==> src/rtl/program_loader_if.sv <==
// Byte-stream in / program-memory write port out for the program loader.
// The master side feeds start/bytes; the slave side (the loader) drives the write port and status.
interface program_loader_if #(
  parameter int AB = 11,
  parameter int DB = 16
) ();
  logic          start;
  logic [7:0]    rx_data;
  logic          rx_done;
  logic          we;
  logic [AB-1:0] waddr;
  logic [DB-1:0] wdata;
  logic          busy;
  logic          done;
  logic          err;
  logic [AB:0]   words_written;

  modport master (
    output start, rx_data, rx_done,
    input  we, waddr, wdata, busy, done, err, words_written
  );

  modport slave (
    input  start, rx_data, rx_done,
    output we, waddr, wdata, busy, done, err, words_written
  );
endinterface

==> src/rtl/program_loader.sv <==
// Parses a big-endian word count plus big-endian 16-bit words from a byte stream
// and writes them to consecutive program-memory addresses starting at 0.
module program_loader #(
  parameter int AB = 11,
  parameter int DB = 16
) (
  input logic            clk,
  input logic            reset,
  program_loader_if.slave bus
);

  typedef enum logic [2:0] {
    IDLE    = 3'd0,
    LEN_HI  = 3'd1,
    LEN_LO  = 3'd2,
    DATA_HI = 3'd3,
    DATA_LO = 3'd4,
    DONE    = 3'd5
  } state_t;

  localparam logic [15:0] MAX_N = 16'(1 << AB);

  state_t        state, state_nxt;
  logic [15:0]   len, len_nxt;
  logic [7:0]    hi_byte, hi_byte_nxt;
  logic [AB-1:0] addr, addr_nxt;
  logic          we, we_nxt;
  logic [AB-1:0] waddr, waddr_nxt;
  logic [DB-1:0] wdata, wdata_nxt;
  logic          busy, busy_nxt;
  logic          done, done_nxt;
  logic          err, err_nxt;
  logic [AB:0]   words, words_nxt;

  logic [15:0]   len_rx;
  logic [AB:0]   words_inc;

  assign len_rx    = {len[15:8], bus.rx_data};
  assign words_inc = words + {{AB{1'b0}}, 1'b1};

  always_ff @(posedge clk or posedge reset) begin
    if (reset) begin
      state   <= IDLE;
      len     <= '0;
      hi_byte <= '0;
      addr    <= '0;
      we      <= 1'b0;
      waddr   <= '0;
      wdata   <= '0;
      busy    <= 1'b0;
      done    <= 1'b0;
      err     <= 1'b0;
      words   <= '0;
    end else begin
      state   <= state_nxt;
      len     <= len_nxt;
      hi_byte <= hi_byte_nxt;
      addr    <= addr_nxt;
      we      <= we_nxt;
      waddr   <= waddr_nxt;
      wdata   <= wdata_nxt;
      busy    <= busy_nxt;
      done    <= done_nxt;
      err     <= err_nxt;
      words   <= words_nxt;
    end
  end

  always_comb begin
    state_nxt   = state;
    len_nxt     = len;
    hi_byte_nxt = hi_byte;
    addr_nxt    = addr;
    we_nxt      = 1'b0;
    waddr_nxt   = waddr;
    wdata_nxt   = wdata;
    busy_nxt    = busy;
    done_nxt    = done;
    err_nxt     = err;
    words_nxt   = words;

    case (state)
      // Bytes arriving while idle, or together with start, are dropped.
      IDLE, DONE: begin
        if (bus.start) begin
          state_nxt = LEN_HI;
          busy_nxt  = 1'b1;
          done_nxt  = 1'b0;
          err_nxt   = 1'b0;
          words_nxt = '0;
          addr_nxt  = '0;
        end
      end
      LEN_HI: begin
        if (bus.rx_done) begin
          len_nxt[15:8] = bus.rx_data;
          state_nxt     = LEN_LO;
        end
      end
      LEN_LO: begin
        if (bus.rx_done) begin
          len_nxt[7:0] = bus.rx_data;
          if (len_rx == 16'd0) begin
            state_nxt = DONE;
            done_nxt  = 1'b1;
            busy_nxt  = 1'b0;
          end else if (len_rx > MAX_N) begin
            state_nxt = DONE;
            err_nxt   = 1'b1;
            done_nxt  = 1'b1;
            busy_nxt  = 1'b0;
          end else begin
            state_nxt = DATA_HI;
          end
        end
      end
      DATA_HI: begin
        if (bus.rx_done) begin
          hi_byte_nxt = bus.rx_data;
          state_nxt   = DATA_LO;
        end
      end
      DATA_LO: begin
        if (bus.rx_done) begin
          we_nxt    = 1'b1;
          waddr_nxt = addr;
          wdata_nxt = {hi_byte, bus.rx_data};
          words_nxt = words_inc;
          // The final word leaves the counter at N-1 so it never wraps at N = 2^AB.
          if (16'(words_inc) == len) begin
            state_nxt = DONE;
            done_nxt  = 1'b1;
            busy_nxt  = 1'b0;
          end else begin
            addr_nxt  = addr + {{(AB-1){1'b0}}, 1'b1};
            state_nxt = DATA_HI;
          end
        end
      end
      default: state_nxt = IDLE;
    endcase
  end

  assign bus.we            = we;
  assign bus.waddr         = waddr;
  assign bus.wdata         = wdata;
  assign bus.busy          = busy;
  assign bus.done          = done;
  assign bus.err           = err;
  assign bus.words_written = words;

endmodule

==> src/flat_wrapper.sv <==
// flat-port wrapper written by rule: the top's interface ports become plain ports
module program_loader_flat 
#(
  parameter int AB = 11,
  parameter int DB = 16
)
  (clk, reset, bus_start, bus_rx_data, bus_rx_done, bus_we, bus_waddr, bus_wdata, bus_busy, bus_done, bus_err, bus_words_written);
  program_loader_if #(.AB(AB), .DB(DB)) bus_i ();
  input logic clk;
  input logic reset;
  input wire logic [$bits(bus_i.start)-1:0] bus_start;
  input wire logic [$bits(bus_i.rx_data)-1:0] bus_rx_data;
  input wire logic [$bits(bus_i.rx_done)-1:0] bus_rx_done;
  output wire logic [$bits(bus_i.we)-1:0] bus_we;
  output wire logic [$bits(bus_i.waddr)-1:0] bus_waddr;
  output wire logic [$bits(bus_i.wdata)-1:0] bus_wdata;
  output wire logic [$bits(bus_i.busy)-1:0] bus_busy;
  output wire logic [$bits(bus_i.done)-1:0] bus_done;
  output wire logic [$bits(bus_i.err)-1:0] bus_err;
  output wire logic [$bits(bus_i.words_written)-1:0] bus_words_written;
  assign bus_i.start = bus_start;
  assign bus_i.rx_data = bus_rx_data;
  assign bus_i.rx_done = bus_rx_done;
  assign bus_we = bus_i.we;
  assign bus_waddr = bus_i.waddr;
  assign bus_wdata = bus_i.wdata;
  assign bus_busy = bus_i.busy;
  assign bus_done = bus_i.done;
  assign bus_err = bus_i.err;
  assign bus_words_written = bus_i.words_written;
  program_loader #(.AB(AB), .DB(DB)) u_core (.clk(clk), .reset(reset), .bus(bus_i));
endmodule
==> config.mk <==
export PLATFORM = sky130hd
export DESIGN_NAME = program_loader_flat
export DESIGN_NICKNAME = d
export VERILOG_FILES = /design/src/rtl/program_loader_if.sv /design/src/rtl/program_loader.sv /design/src/flat_wrapper.sv
export SDC_FILE = /design/constraint.sdc
export NUM_CORES = 1
export LEC_CHECK = 0
export CAP_MARGIN = 5
export CORE_MARGIN = 2
export CORE_UTILIZATION = 30
export CTS_CLUSTER_DIAMETER = 50
export DETAILED_ROUTE_END_ITERATION = 12
export SLEW_MARGIN = 30
export SYNTH_ARGS = -nofsm -noshare
export SYNTH_HDL_FRONTEND = slang
export SYNTH_SLANG_ARGS = --single-unit
==> constraint.sdc <==
create_clock -name clk -period 5.3 [get_ports clk]
set_input_delay 1.59 -clock clk [delete_from_list [all_inputs] [get_ports clk]]
set_output_delay 1.59 -clock clk [all_outputs]
set_load 0.01 [all_outputs]
==> flow_summary.json <==
{
  "mostFrequentLayoutCells": "106 x nand2_1, 81 x dfrtp_1, 54 x clkdlybuf4s50_1, 26 x o21ai_0, 23 x mux2_2",
  "yosysWarnings": 0,
  "cts_made_buffers": 9,
  "initial_core_util": 0.305,
  "die_w_microns": 117,
  "drtPass1Iterations": 4,
  "vias": 2949,
  "crit_fanout": 34,
  "ys_types": 39,
  "dp_hpwl_microns": 6060,
  "cts_tree": "yes",
  "area_growth_pct": 26.0,
  "rows": 41,
  "post_cts_buffers": 0,
  "drv_slew": 0,
  "cp_slowest_stage_delay_ns": 0.58,
  "hold_class": "reg2reg",
  "antenna_found_initial": 0,
  "gp_congestion": 0.840,
  "tightest_slew_ns": 0.741,
  "synth_cells": 388,
  "grt_setup_unrepaired": "no",
  "crit_type": "in2reg",
  "syn-num-nets": 402,
  "grt_use_total": 0.138,
  "core_area_sq_um": 12500,
  "crit_top_cell": "nand2_1",
  "total_power_mw": 2.27,
  "grt_pass1_wl_microns": 14500,
  "n_antenna_cell": 0,
  "cp.arrival_ns": 3.40,
  "io_buffers": 54,
  "irDropWorstVdd_mv": 0.238,
  "clkLatencyLatePin_ns": 0.33,
  "gr-total-overflow": 0,
  "post-route-min-period_ns": 3.16,
  "drive_gt1_frac": 0.129,
  "power.density_nw_per_um2": 472,
  "grt_pass1_vias": 2830,
  "drt_wl_total_microns": 8790,
  "finalSetupViolCount": 0,
  "dp_cells": 599,
  "maxSlewHeadroom": 0.504,
  "cp-end-kind": "flip-flop",
  "ys_seq_elements": 81,
  "crit_chain": "clkdlybuf4s50_1 > nand2_1 > inv_1 > buf_4 > nand2_1 > o31ai_1",
  "finalCritPeriodShare": 0.596,
  "worstPathRequired_ns": 5.54,
  "synthArstFlopShare": 1.00,
  "synth_flop_cell": "dfrtp_1",
  "nets": 452,
  "hold_viol": 0,
  "final.setup_skew_ns": 0.00688,
  "synth-edff-count": 0,
  "fp.dieArea_sq_um": 13600,
  "die_height_microns": 117,
  "crit_family": "buffers and inverters",
  "layout.cells.non_filler": 614,
  "p_leak_nw": 2.13,
  "cts_sinks": 81,
  "tns_ns": 0,
  "synth.avg_cell_area_sq_um": 9.84,
  "status": "finished clean",
  "cts_resized": 0,
  "grt_max_degree": 57,
  "cap_violations": 0,
  "wl_per_cell_microns": 14.3,
  "ys_seq_area_frac": 0.531,
  "final_common_cell": "nand2_1",
  "clkTransAtPathRegs_ns": 0.06,
  "avgViaCountPerCell": 4.80,
  "antenna_left": 0,
  "drc": 0,
  "worstPathBufferInverterCount": 3,
  "htreeDepth": 3,
  "cts_hold_buffers": 0,
  "fmax_mhz": 317,
  "start_kind": "input port",
  "cts_max_path_buffers": 2,
  "crit_slowest_cell": "clkdlybuf4s50_1",
  "drt_iter0_markers": 94,
  "syn_area_sq_um": 3820,
  "design.portCount": 55,
  "finish.utilization": 0.384,
  "cts_root_buf": "clkbuf_16"
}
tightest hold or removal path, delay by kind of cell (launching register included):
kind             cells  cell delay, ns
DFF                  1            0.34
and+or+nand+nor      2            0.10
per-layer routing:
layer	global-route usage	wire length [microns]	share of wire	up-vias
met4	0.0565	141	0.016	0
met2	0.214	4120	0.47	54
li1	-	-	-	1430
met3	0.0283	342	0.039	13
met5	0	0	0	-
met1	0.189	4180	0.48	1452
final timing paths:
kind,startpoint,to,slack (ns),cells past startpoint
setup / recovery,bus_rx_done,u_core.addr[10],2.14,6
hold / removal,u_core.hi_byte[5],u_core.bus.wdata[13],0.46,2
min in group asynchronous,reset,u_core.bus.waddr[1],1.66,2
max in group asynchronous,reset,u_core.hi_byte[7],2.91,3
setup reg to reg,u_core.bus.words_written[0],u_core.addr[8],2.36,8
hold reg to reg,u_core.hi_byte[5],u_core.bus.wdata[13],0.46,2
registers in the layout, summed over array words and instances (netlist names):
register and count:
u_core.bus.waddr 11, u_core.bus.wdata 16, u_core.bus.we 1, u_core.state 3, u_core.hi_byte 8, u_core.addr 11
u_core.len 16, u_core.bus.busy 1, u_core.bus.err 1, u_core.bus.done 1, u_core.bus.words_written 12
cell type report:
type | count | area (sq um)
Multi-Input combinational cell | 285 | 1690
Clock buffer | 12 | 256
Inverter | 4 | 20.0
Fill cell | 1276 | 7710
Clock inverter | 3 | 40.0
Timing Repair Buffer | 57 | 563
Tap cell | 172 | 215
Sequential cell | 81 | 2030
Yosys cell counts, types with 2 or more instances:
cell | instances | area (sq um)
nand4_1 | 2 | 12.5
o21ai_0 | 26 | 130
nor2_1 | 20 | 75.1
ha_1 | 2 | 25.0
xnor2_1 | 8 | 70.1
a21oi_1 | 5 | 25.0
o31ai_1 | 9 | 67.6
dfrtp_1 | 81 | 2030
nand2_1 | 106 | 398
nand2b_1 | 3 | 18.8
nor3_1 | 7 | 35.0
nor4_1 | 3 | 18.8
and2_1 | 2 | 12.5
and3_1 | 9 | 56.3
xor2_1 | 10 | 87.6
mux2_2 | 23 | 259
and4_1 | 2 | 17.5
inv_1 | 4 | 15.0
buf_6 | 3 | 33.8
a31oi_1 | 5 | 31.3
o22ai_1 | 2 | 12.5
nand3_1 | 16 | 80.1
nor2b_1 | 3 | 18.8
a22o_1 | 2 | 17.5
o21ai_2 | 9 | 78.8
clkbuf_1 | 13 | 48.8
metrics by stage:
| stage | hold WS (ns) | worst slack (ns) | instance area [sq um] |
|---|---|---|---|
| finish | 0.464 | 2.14 | 4810 |
| global route | 0.505 | 1.97 | 4810 |
| CTS | 0.468 | 2.03 | 4800 |
| detailed placement | 0.457 | 1.67 | 4510 |
| global placement | 0.447 | 1.72 | 4500 |
| floorplan | 0.433 | 1.63 | 3820 |
power breakdown:
| group | leakage, nW | switching [mW] | internal (mW) |
|---|---|---|---|
| sequential | 1.05 | 0.147 | 0.801 |
| combinational | 0.926 | 0.343 | 0.353 |
| clock | 0.148 | 0.239 | 0.387 |
| total | 2.13 | 0.728 | 1.54 |
kinds of logic after synthesis:
group | synth area share
multiplexers | 0.0679
flip-flops | 0.531
XOR/XNOR | 0.0413
buffers and inverters | 0.0279
AO/OA/AOI/OAI | 0.121
AND/OR/NAND/NOR | 0.204
adder cells (fa/ha/maj) | 0.00656
No activity file was read; power rests on OpenSTA's default activity.
